## src/rtl/up_job_sequencer_if.sv

```systemverilog
// Job / result / microprocessor signal bundle for up_job_sequencer.
// Handshakes: a transfer happens on a rising CLOCK edge where valid and ready
// are both high; the valid side holds its payload stable until that edge and
// never withdraws valid early; the ready side may raise or drop ready freely.
interface up_job_sequencer_if;
  logic       JobValid;
  logic [7:0] JobA;
  logic [7:0] JobB;
  logic       JobReady;
  logic       UpReset;
  logic       UpEnter;
  logic [7:0] UpInput;
  logic       UpHalt;
  logic [7:0] UpOutput;
  logic       ResValid;
  logic       ResReady;
  logic [7:0] ResData;
  logic       ResErr;
  logic       Busy;

  modport slave (
    input  JobValid, JobA, JobB, UpHalt, UpOutput, ResReady,
    output JobReady, UpReset, UpEnter, UpInput, ResValid, ResData, ResErr, Busy
  );

  modport master (
    output JobValid, JobA, JobB, UpHalt, UpOutput, ResReady,
    input  JobReady, UpReset, UpEnter, UpInput, ResValid, ResData, ResErr, Busy
  );
endinterface

```

## src/rtl/up_job_sequencer.sv

```systemverilog
// Feeds two operands to a microprocessor through a reset / setup / strobe
// sequence, waits for it to halt (with a timeout) and returns its result.
module up_job_sequencer #(
  parameter int SETUP_CYC = 5,
  parameter int ENTER_CYC = 2,
  parameter int GAP_CYC   = 15,
  parameter int TIMEOUT   = 4095
) (
  input  logic                CLOCK,
  input  logic                RESET_N,
  up_job_sequencer_if.slave   bus,
  output logic [3:0]          dbg_state_o
);

  typedef enum logic [3:0] {
    IDLE, RST_UP, SETUP_A, ENTER_A, GAP, SETUP_B, ENTER_B, WAIT_HALT, RESULT
  } state_t;

  // Each phase counter starts at 0 on state entry and leaves at its "last" value.
  localparam logic [11:0] SETUP_LAST = 12'(SETUP_CYC - 1);
  localparam logic [11:0] ENTER_LAST = 12'(ENTER_CYC - 1);
  localparam logic [11:0] GAP_LAST   = 12'(GAP_CYC - 1);
  localparam logic [11:0] TOUT_LAST  = 12'(TIMEOUT - 1);

  state_t      state_q, state_d;
  logic [11:0] cnt_q, cnt_d;
  logic [7:0]  a_q, a_d;
  logic [7:0]  b_q, b_d;
  logic [7:0]  data_q, data_d;
  logic        err_q, err_d;
  logic        jr_q, jr_d;
  logic        upr_q, upr_d;
  logic        tout;

  // State, counter, operand and result registers.
  always_ff @(posedge CLOCK) begin
    if (!RESET_N) begin
      state_q <= IDLE;
      cnt_q   <= 12'd0;
      a_q     <= 8'd0;
      b_q     <= 8'd0;
      data_q  <= 8'd0;
      err_q   <= 1'b0;
      jr_q    <= 1'b0;
      upr_q   <= 1'b1;
    end else begin
      state_q <= state_d;
      cnt_q   <= cnt_d;
      a_q     <= a_d;
      b_q     <= b_d;
      data_q  <= data_d;
      err_q   <= err_d;
      jr_q    <= jr_d;
      upr_q   <= upr_d;
    end
  end

  // Next-state, phase counting and result capture.
  always_comb begin
    state_d = state_q;
    cnt_d   = cnt_q + 12'd1;
    a_d     = a_q;
    b_d     = b_q;
    data_d  = data_q;
    err_d   = err_q;
    tout    = 1'b0;
    case (state_q)
      IDLE: begin
        if (bus.JobValid && jr_q) begin
          a_d = bus.JobA;
          b_d = bus.JobB;
          if (bus.JobA == 8'd0 || bus.JobB == 8'd0) begin
            // A zero operand is rejected without touching the microprocessor.
            state_d = RESULT;
            data_d  = 8'd0;
            err_d   = 1'b1;
          end else begin
            state_d = RST_UP;
          end
        end
      end
      RST_UP:  state_d = SETUP_A;
      SETUP_A: if (cnt_q == SETUP_LAST) state_d = ENTER_A;
      ENTER_A: if (cnt_q == ENTER_LAST) state_d = GAP;
      GAP:     if (cnt_q == GAP_LAST)   state_d = SETUP_B;
      SETUP_B: if (cnt_q == SETUP_LAST) state_d = ENTER_B;
      ENTER_B: if (cnt_q == ENTER_LAST) state_d = WAIT_HALT;
      WAIT_HALT: begin
        // UpHalt is only looked at here, so a stale halt from a previous job is harmless.
        if (bus.UpHalt) begin
          state_d = RESULT;
          data_d  = bus.UpOutput;
          err_d   = 1'b0;
        end else if (cnt_q == TOUT_LAST) begin
          state_d = RESULT;
          data_d  = 8'd0;
          err_d   = 1'b1;
          tout    = 1'b1;
        end
      end
      RESULT:  if (bus.ResReady) state_d = IDLE;
      default: state_d = IDLE;
    endcase
    if (state_d != state_q) cnt_d = 12'd0;
    jr_d  = (state_d == IDLE);
    upr_d = (state_d == RST_UP) || tout;
  end

  // Operand presented to the microprocessor for the current phase.
  always_comb begin
    bus.UpInput = 8'd0;
    case (state_q)
      SETUP_A, ENTER_A, GAP:      bus.UpInput = a_q;
      SETUP_B, ENTER_B, WAIT_HALT: bus.UpInput = b_q;
      default:                     bus.UpInput = 8'd0;
    endcase
  end

  assign bus.JobReady = jr_q;
  assign bus.UpReset  = upr_q;
  assign bus.UpEnter  = (state_q == ENTER_A) || (state_q == ENTER_B);
  assign bus.ResValid = (state_q == RESULT);
  assign bus.ResData  = data_q;
  assign bus.ResErr   = err_q;
  assign bus.Busy     = (state_q != IDLE);
  assign dbg_state_o  = state_q;

endmodule

```

## src/flat_wrapper.sv

```systemverilog
// flat-port wrapper written by rule: the top's interface ports become plain ports
module up_job_sequencer_flat 
#(
  parameter int SETUP_CYC = 5,
  parameter int ENTER_CYC = 2,
  parameter int GAP_CYC   = 15,
  parameter int TIMEOUT   = 4095
)
  (CLOCK, RESET_N, dbg_state_o, bus_JobValid, bus_JobA, bus_JobB, bus_UpHalt, bus_UpOutput, bus_ResReady, bus_JobReady, bus_UpReset, bus_UpEnter, bus_UpInput, bus_ResValid, bus_ResData, bus_ResErr, bus_Busy);
  up_job_sequencer_if bus_i ();
  input  logic CLOCK;
  input  logic RESET_N;
  output logic [3:0] dbg_state_o;
  input wire logic [$bits(bus_i.JobValid)-1:0] bus_JobValid;
  input wire logic [$bits(bus_i.JobA)-1:0] bus_JobA;
  input wire logic [$bits(bus_i.JobB)-1:0] bus_JobB;
  input wire logic [$bits(bus_i.UpHalt)-1:0] bus_UpHalt;
  input wire logic [$bits(bus_i.UpOutput)-1:0] bus_UpOutput;
  input wire logic [$bits(bus_i.ResReady)-1:0] bus_ResReady;
  output wire logic [$bits(bus_i.JobReady)-1:0] bus_JobReady;
  output wire logic [$bits(bus_i.UpReset)-1:0] bus_UpReset;
  output wire logic [$bits(bus_i.UpEnter)-1:0] bus_UpEnter;
  output wire logic [$bits(bus_i.UpInput)-1:0] bus_UpInput;
  output wire logic [$bits(bus_i.ResValid)-1:0] bus_ResValid;
  output wire logic [$bits(bus_i.ResData)-1:0] bus_ResData;
  output wire logic [$bits(bus_i.ResErr)-1:0] bus_ResErr;
  output wire logic [$bits(bus_i.Busy)-1:0] bus_Busy;
  assign bus_i.JobValid = bus_JobValid;
  assign bus_i.JobA = bus_JobA;
  assign bus_i.JobB = bus_JobB;
  assign bus_i.UpHalt = bus_UpHalt;
  assign bus_i.UpOutput = bus_UpOutput;
  assign bus_i.ResReady = bus_ResReady;
  assign bus_JobReady = bus_i.JobReady;
  assign bus_UpReset = bus_i.UpReset;
  assign bus_UpEnter = bus_i.UpEnter;
  assign bus_UpInput = bus_i.UpInput;
  assign bus_ResValid = bus_i.ResValid;
  assign bus_ResData = bus_i.ResData;
  assign bus_ResErr = bus_i.ResErr;
  assign bus_Busy = bus_i.Busy;
  up_job_sequencer #(.SETUP_CYC(SETUP_CYC), .ENTER_CYC(ENTER_CYC), .GAP_CYC(GAP_CYC), .TIMEOUT(TIMEOUT)) u_core (.CLOCK(CLOCK), .RESET_N(RESET_N), .bus(bus_i), .dbg_state_o(dbg_state_o));
endmodule
```

## config.mk

```make
export PLATFORM = sky130hd
export DESIGN_NAME = up_job_sequencer_flat
export DESIGN_NICKNAME = d
export VERILOG_FILES = /design/src/rtl/up_job_sequencer_if.sv /design/src/rtl/up_job_sequencer.sv /design/src/flat_wrapper.sv
export SDC_FILE = /design/constraint.sdc
export NUM_CORES = 1
export LEC_CHECK = 0
export ABC_AREA = 1
export CAP_MARGIN = 20
export CORE_MARGIN = 5
export CORE_UTILIZATION = 40
export CTS_CLUSTER_SIZE = 10
export DETAILED_ROUTE_END_ITERATION = 12
export GPL_ROUTABILITY_DRIVEN = 0
export PLACE_DENSITY = 0.76
export REMOVE_ABC_BUFFERS = 1
export SLEW_MARGIN = 30
export SYNTH_ARGS = -nofsm -noshare
export SYNTH_HDL_FRONTEND = slang
export SYNTH_SLANG_ARGS = --single-unit
```

## constraint.sdc

```tcl
create_clock -name CLOCK -period 3 [get_ports CLOCK]
set_input_delay 0.9 -clock CLOCK [delete_from_list [all_inputs] [get_ports CLOCK]]
set_output_delay 0.9 -clock CLOCK [all_outputs]
set_load 0.01 [all_outputs]
```

==> flow_summary.yaml, run 1 <==
drt:
  first_iter_violations: 94
  vias_per_cell: 4.607
  drc: 0
  wl_um: 5112
  via_count: 2027
  wl_per_cell_um: 11.62
  postRouteAntennaNets: 0
  dr.pass1.iters: 5
setup_path:
  start_kind: "flip-flop"
  worstPathArrival_ps: 1930
  worst_ep_required_time_ps: 2100
  path_class: "reg2out"
  endpoint_kind: "output pin"
  critical_path.max_fanout: 8
clock_tree:
  clk_latency_ps: 300
  cts_buffers: 5
  cts.clk_slew.worst_paths_ps: 80
  cts_tree: "built"
  clock_path_buffers: 2
  cts_sinks: 43
  ctsHoldBuffers: 0
  root_buffer: "clkbuf_8"
  htreeDepth: 2
  post-cts-setup-buffers: 0
global_route:
  grt_pass1_wl_um: 8921
  antenna_found_initial: 0
  grt_max_degree: 27
  grt_overflow_total: 0
  grt.total_usage: 0.1505
  grt_pass1_vias: 1943
timing:
  max_freq_ghz: 0.3531
  relSlewSlack: 0.6201
  finClkSkew_ps: 6.869
  timing.final.crit_share: 0.9440
  finalSetupViolations: 0
  slew_viol_final: 0
  worstMarginPinSlew_ps: 567.8
  hold_viol: 0
  timing.final.ws_setup_ps: 168.1
  min_period_ps: 2832
  rsz0062_at_grt: "false"
  tns_ps: 0
yosys:
  ys.flop_type: "dfxtp_1"
  synth-edff-count: 0
  synth_fa_ha_area_frac: 0.02225
  synth_top_area_frac: 0.3826
  syn_area_per_cell_um2: 7.257
  yosys_warnings: 0
  ys_top_cells_by_count: "nand2_1, inv_1, dfxtp_1"
  synthDistinctLibCells: 30
  synth_seq_cells: 43
  synth.most_common_cell: "nand2_1"
  synth_top_family_by_area: "simple AND/OR/NAND/NOR gates"
  synth_top_area_cell: "dfxtp_1"
  synth_compound_area_frac: 0.1452
  ys_seq_area_frac: 0.3826
  syn_inst: 310
  synth_area_leaders: "dfxtp_1, nand2_1, inv_1, a21oi_1, nor2_1"
  syn-cell-area_mm2: 0.002250
  synth_mux_area_frac: 0
  async_flop_share: 0
  synthSimpleGateAreaFrac: 0.3048
  synth_xor_area_frac: 0.03893
pwr:
  p_clk_frac: 0.258
  power_uw: 1569
  swShare: 0.3313
  peakVddDrop_uv: 247.3
  intPower_uw: 1049
  p_leak_uw: 0.001197
  p_seq_frac: 0.441
  p_switching_uw: 519.9
  power.density_mw_per_mm2: 526.2
  comb_power_share: 0.301
final_layout:
  final_cells: 440
  diodes: 0
  nets: 400
  final_layout_size_suffix_gt1_frac: 0.1440
  post-route-util: 0.5448
  area_delta_synth_final_pct: 32.54
floorplan:
  ios: 55
  die_w_um: 85.00
  dieArea_mm2: 0.007224
  core_mm2: 0.005473
  initial_core_util: 0.4111
  die_h_um: 85.00
  rows: 27
min_path:
  min_path_type: "reg2reg"
placement:
  hpwl_um: 4023
  placed_cells: 432
  portBuffers: 54
  dp_slack_ps: 194.0
job:
  timing.max_cap.violations: 0
status:
  outcome: "finished, final reports clean"
==> stage by stage <==
stage	hold slack, ps	cell area [um2]
2_1_floorplan	429.1	2217
3_3_place_gp	442.8	2863
3_5_place_dp	445.9	2863
4_1_cts	458.0	2970
5_1_grt	488.1	2982
6_report	458.9	2982
==> layout by cell type (no fill, tap or decap), types with 2 or more instances in the layout <==
master           Yosys  final
nor2_4               6      6
clkbuf_8             0      7
nand2_1             57     57
inv_2                7      7
nand3_2              2      2
o21ai_0             16     16
nand3_1             15     15
nor3_1               3      3
nor2_1              28     27
xnor2_1              7      7
nor2_2              14     15
clkdlybuf4s50_1      0     54
a21oi_4              1      2
ha_1                 4      4
o22ai_1              8      8
xor2_1               3      3
buf_4                0      2
dfxtp_1             43     42
nand2_2              2      2
a21oi_1             27     26
inv_1               48     48
o311ai_0             2      2
nand2_4              4      4
==> worst max-delay path, cell delays in order (launching register included) <==
cell	delay, ps
dfxtp_1	380
inv_2	110
nand2_4	70
inv_2	80
nand2_1	200
o22ai_1	230
clkdlybuf4s50_1	560
==> logic make-up (layout without fill, tap and decap cells) <==
group,after synthesis,in the layout
compound gates,57,57
xor+xnor,10,10
fa+ha+maj,4,4
buf+inv,61,119
flops,43,43
simple gates,135,135
==> area by class of cell <==
| class | instances | area [um2] |
|---|---|---|
| Clock buffer | 7 | 96.34 |
| Fill cell | 527 | 2491 |
| Sequential cell | 43 | 862.1 |
| Multi-Input combinational cell | 206 | 1164 |
| Tap cell | 72 | 90.09 |
| Inverter | 55 | 206.4 |
| Timing Repair Buffer | 56 | 555.5 |
| Clock inverter | 1 | 7.507 |
==> state kept, by name, indices dropped and copies added, names as in the netlist <==
register	cells
u_core.dbg_state_o	4
u_core.bus.ResErr	1
u_core.a_q	8
u_core.bus.JobReady	1
u_core.b_q	8
u_core.cnt_q	12
u_core.bus.ResData	8
u_core.bus.UpReset	1
==> final timing paths <==
check                                      startpoint              end  slack [ps]  cells past startpoint
worst min register to register          u_core.b_q[5]    u_core.b_q[5]         460                      2
worst max-delay path            u_core.dbg_state_o[3]   bus_UpInput[2]         170                      6
worst max register to register        u_core.cnt_q[0]  u_core.cnt_q[0]        1140                     11
worst min-delay path                    u_core.b_q[5]    u_core.b_q[5]         460                      2
==> power groups by stage <==
stage	logic, uW	registers (uW)	clock network (uW)
2_1_floorplan	292	701	0
3_3_place_gp	466	699	0
3_5_place_dp	472	702	0
4_1_cts	475	690	420
5_1_grt	531	704	441
6_report	472	692	405
==> routing by layer <==
metal,track usage,share of wire,up-vias
li1,-,-,1086
met1,0.1975,0.47,900
met2,0.2444,0.47,35
met3,0.03495,0.046,6
met4,0.04748,0.013,0
met5,0,0,-
==> timing repair <==
item | in CTS | in global routing
pin swaps | 0 | 0
endpoints found under the hold margin | 0 | 0
resized for setup | 1 | 3
setup endpoints to repair | 8 | 7
Power figures use the tool's default switching activity.
==> inputs of run 2 (changes only) <==
REMOVE_ABC_BUFFERS = default   (was 1)
==> flow_summary.yaml, run 2 (synthesis gave the netlist of run 1 again) <==
setup_path:
  worstPathArrival_ps: 1970
  worst_ep_required_time_ps: 2100
  start_kind: "flip-flop"
  path_buf_inv: 2
  critPathMostFrequentCell: "nor2_1"
  path_delay_family: "buffers and inverters"
  rr_worst_depth: 8
  rrSetupSlack_ps: 1120
  critical_path.max_fanout: 8
  r2r-start: "u_core.dbg_state_o[2]"
  endpoint_kind: "output pin"
  path_class: "reg2out"
  max_stage_delay_ps: 570
  slowest_stage: "clkdlybuf4s50_1"
  crit_chain: "nor2_1, inv_2, nor2_1, a21oi_4, o22ai_1, clkdlybuf4s50_1"
  r2r-end: "u_core.b_q[6]"
pwr:
  p_leak_uw: 0.001182
  peakVddDrop_uv: 337.9
  power.density_mw_per_mm2: 512.3
clock_tree:
  ctsHoldBuffers: 0
  htreeDepth: 2
  clock_path_buffers: 2
  clk_latency_ps: 290
  cts_buffers: 5
  cts.clk_slew.worst_paths_ps: 80
  root_buffer: "clkbuf_8"
  post-cts-setup-buffers: 0
  cts_sinks: 43
  cts_tree: "built"
floorplan:
  initial_core_util: 0.4111
  dieArea_mm2: 0.007224
  die_w_um: 85.00
  core_mm2: 0.005473
  die_h_um: 85.00
  ios: 55
  rows: 27
global_route:
  grt_pass1_vias: 2043
  grt.total_usage: 0.1462
  grt_overflow_total: 0
  grt_pass1_wl_um: 8818
  antenna_found_initial: 0
  grt_max_degree: 21
drt:
  wl_um: 5130
  first_iter_violations: 66
  dr.pass1.iters: 4
  postRouteAntennaNets: 0
  wl_per_cell_um: 11.71
  drc: 0
  vias_per_cell: 4.699
  via_count: 2058
yosys:
  synth_nets: 343
min_path:
  min-delay-start: "u_core.bus.ResData[5]"
  whs_path_depth: 2
  whs_endpoint: "u_core.bus.ResData[5]"
  min_path_type: "reg2reg"
final_layout:
  final_cells: 438
  n_fill_cell: 532
  layout_common_cells: "nand2_1, clkdlybuf4s50_1, inv_1, dfxtp_1, nor2_1"
  diodes: 0
  regMostFlops: "u_core.cnt_q"
  nets: 400
  final_layout_size_suffix_gt1_frac: 0.1339
  area_delta_synth_final_pct: 31.15
  multi_input_area_mm2: 0.001161
  final-seq-area_um2: 860.8
  largest_reg_flops: 12
  mostFrequentLayoutCell: "nand2_1"
timing:
  max_freq_ghz: 0.3482
  min_period_ps: 2872
  finClkSkew_ps: 9.632
  hold_viol: 0
  finalSetupViolations: 0
  slew_viol_final: 0
  rsz0062_at_grt: "false"
  relSlewSlack: 0.6415
  worstMarginPinSlew_ps: 535.8
  tns_ps: 0
  timing.final.crit_share: 0.9572
placement:
  placed_cells: 432
  portBuffers: 54
  hpwl_um: 4019
status:
  outcome: "finished, final reports clean"
job:
  timing.max_cap.violations: 0
[run 2: worst max path at each step]
stage	start	depth (start not counted)	endpoint
3_3_place_gp	u_core.dbg_state_o[3]	6	bus_UpInput[0]
4_1_cts	u_core.dbg_state_o[3]	6	bus_UpInput[4]
5_1_grt	u_core.dbg_state_o[0]	6	bus_UpInput[4]
2_1_floorplan	u_core.dbg_state_o[3]	5	bus_UpInput[0]
3_5_place_dp	u_core.dbg_state_o[3]	6	bus_UpInput[4]
6_report	u_core.dbg_state_o[1]	6	bus_UpInput[5]
[run 2: metal layers]
metal	vias to the layer above	global-route usage	routed length [um]
li1	1084	-	-
met1	913	0.1775	2286
met2	52	0.2422	2393
met3	9	0.05243	382
met4	0	0.04317	68
met5	-	0	0
[run 2: worst min-delay path, stage by stage, from the launching register on]
cell and delay [ps]:
dfxtp_1 320, nand2_1 60, a21oi_1 50
[run 2: stage by stage]
step,hold WS (ps),util,instance area (um2),power [uW],setup slack (ps)
2_1_floorplan,429.9,-,2250,1013,900.8
3_3_place_gp,448.3,0.5231,2863,1165,285.6
3_5_place_dp,455.0,0.5231,2863,1176,225.8
4_1_cts,467.3,0.5377,2943,1519,113.9
5_1_grt,494.9,0.5391,2950,1606,7.969
6_report,466.0,0.5391,2950,1511,128.4
[run 2: timing repair]
action                                  in CTS  in global routing
endpoints found under the setup margin       8                  1
hold endpoints to repair                     0                  0
gates resized for setup                      1                  1
[run 2: power breakdown]
part,internal [uW],switching (uW),total [uW]
clock network,155,189,344
registers,644,47.2,691
logic,195,281,476
total,994,518,1510
[run 2: cell type report]
| type | count | share of cell area |
|---|---|---|
| multi-input combinational | 206 | 0.3936 |
| inverter | 55 | 0.06997 |
| clock inverter | 1 | 0.002545 |
| tap | 72 | 0.03053 |
| clock buffer | 5 | 0.02332 |
| sequential | 43 | 0.2918 |
| timing repair buffer | 56 | 0.1883 |
==> inputs of run 3 (changes only) <==
CORE_UTILIZATION = 50   (was 40)
MAX_ROUTING_LAYER = met4   (was default)
PLACE_DENSITY = 0.9   (was 0.76)
==> flow_summary.yaml, run 3 (synthesis gave the netlist of run 1 again) <==
status:
  outcome: "finished, final reports clean"
clock_tree:
  ctsHoldBuffers: 0
  clock_path_buffers: 2
  cts_buffers: 5
  cts_tree: "built"
  cts.clk_slew.worst_paths_ps: 90
  htreeDepth: 2
  cts_sinks: 43
  post-cts-setup-buffers: 0
  clk_latency_ps: 300
  root_buffer: "clkbuf_8"
drt:
  wl_per_cell_um: 12.65
  first_iter_violations: 110
  dr.pass1.iters: 6
  via_count: 2144
  postRouteAntennaNets: 0
  drc: 0
  vias_per_cell: 5.105
  wl_um: 5312
setup_path:
  path_class: "reg2out"
  worstPathArrival_ps: 1970
  endpoint_kind: "output pin"
  r2r-end: "u_core.cnt_q[0]"
  rr_worst_depth: 10
  worst_ep_required_time_ps: 2100
  r2r-start: "u_core.dbg_state_o[2]"
  crit_start: "u_core.dbg_state_o[1]"
  critical_path.max_fanout: 8
  start_kind: "flip-flop"
  endpoint: "bus_UpInput[5]"
  rrSetupSlack_ps: 1100
final_layout:
  mostFrequentLayoutCell: "nand2_1"
  layout_common_cells: "nand2_1, clkdlybuf4s50_1, inv_1, dfxtp_1, nor2_1"
  diodes: 0
  area_delta_synth_final_pct: 30.65
  regMostFlops: "u_core.cnt_q"
  largest_reg_flops: 12
  final_layout_size_suffix_gt1_frac: 0.1413
  postLayoutCellArea_mm2: 0.002939
  nets: 400
  post-route-util: 0.6750
timing:
  timing.final.crit_share: 0.9574
  max_freq_ghz: 0.3482
  min_period_ps: 2872
  timing.final.ws_setup_ps: 127.8
  finClkSkew_ps: 11.56
  slew_viol_final: 0
  tns_ps: 0
  whs_ps: 469.7
  relSlewSlack: 0.6280
  finalSetupViolations: 0
  hold_viol: 0
  worstMarginPinSlew_ps: 556.0
  rsz0062_at_grt: "false"
floorplan:
  initial_core_util: 0.5167
  dieArea_mm2: 0.005941
  core_mm2: 0.004354
  ios: 55
  die_w_um: 77.08
  die_h_um: 77.08
  rows: 24
min_path:
  min_path_type: "reg2reg"
  min-delay-start: "u_core.bus.ResData[5]"
global_route:
  grt_pass1_vias: 2086
  grt_max_degree: 22
  grt_overflow_total: 0
  grt_pass1_wl_um: 8970
  antenna_found_initial: 0
  grt.total_usage: 0.1855
pwr:
  p_leak_uw: 0.001188
  peakVddDrop_uv: 416.7
  power.density_mw_per_mm2: 521.4
yosys:
  synth_nets: 343
placement:
  hpwl_um: 3990
  portBuffers: 54
  place_area_mm2: 0.002838
  dp_slack_ps: 254.3
job:
  timing.max_cap.violations: 0
-- run 3: changes by cell type in the layout (fill, tap and decap cells not counted) --
cell	change
clkinv_2	+1
nor2_1	-1
nor2_2	+1
nand2_1	-1
clkbuf_1	+1
nand2_2	+1
-- run 3: per-stage QoR --
| step | total power (uW) | cells |
|---|---|---|
| floorplan | 1013 | 310 |
| global placement | 1159 | 412 |
| detailed placement | 1174 | 412 |
| CTS | 1530 | 420 |
| global route | 1631 | 420 |
| finish | 1533 | 420 |
-- run 3: power breakdown --
group	internal (uW)	switching, uW
Sequential	644	49.4
Combinational	194	284
Clock	163	198
Total	1000	531
-- run 3: layer usage --
metal  vias to the layer above  GRT usage  routed length [um]  share of wire
li1                       1089          -                   -              -
met1                       968     0.2361                2365           0.45
met2                        79     0.2920                2497           0.47
met3                         8    0.04567                 386          0.073
met4                         0    0.05498                  63          0.012
met5                         -          -                   0              0
-- run 3: critical path: stages (launching register included) --
cell and delay [ps]:
dfxtp_1 380, nor2_1 180, inv_2 100, nor2_2 180
a21oi_4 90, o22ai_1 170, clkdlybuf4s50_1 570
-- run 3: final cells by class --
class | instances | area (um2)
inverters | 55 | 206.4
multi-input cells | 206 | 1166
repair buffers | 56 | 555.5
clock buffers | 6 | 72.57
well taps | 52 | 65.06
fillers | 348 | 1415
flip-flops and latches | 43 | 860.8
clock inverters | 2 | 12.51
-- run 3: worst min path at each step --
stage                            endpoint  slack (ps)  cells past startpoint
floorplan                   u_core.b_q[3]         430                      2
global placement    u_core.bus.ResData[1]         450                      2
detailed placement  u_core.bus.ResData[7]         460                      2
CTS                 u_core.bus.ResData[7]         470                      2
global route        u_core.bus.ResData[7]         490                      2
finish              u_core.bus.ResData[5]         470                      2
-- run 3: repair_timing --
item,CTS,global route
setup endpoints to repair,8,4
resized for setup,1,3
pin swaps,0,0
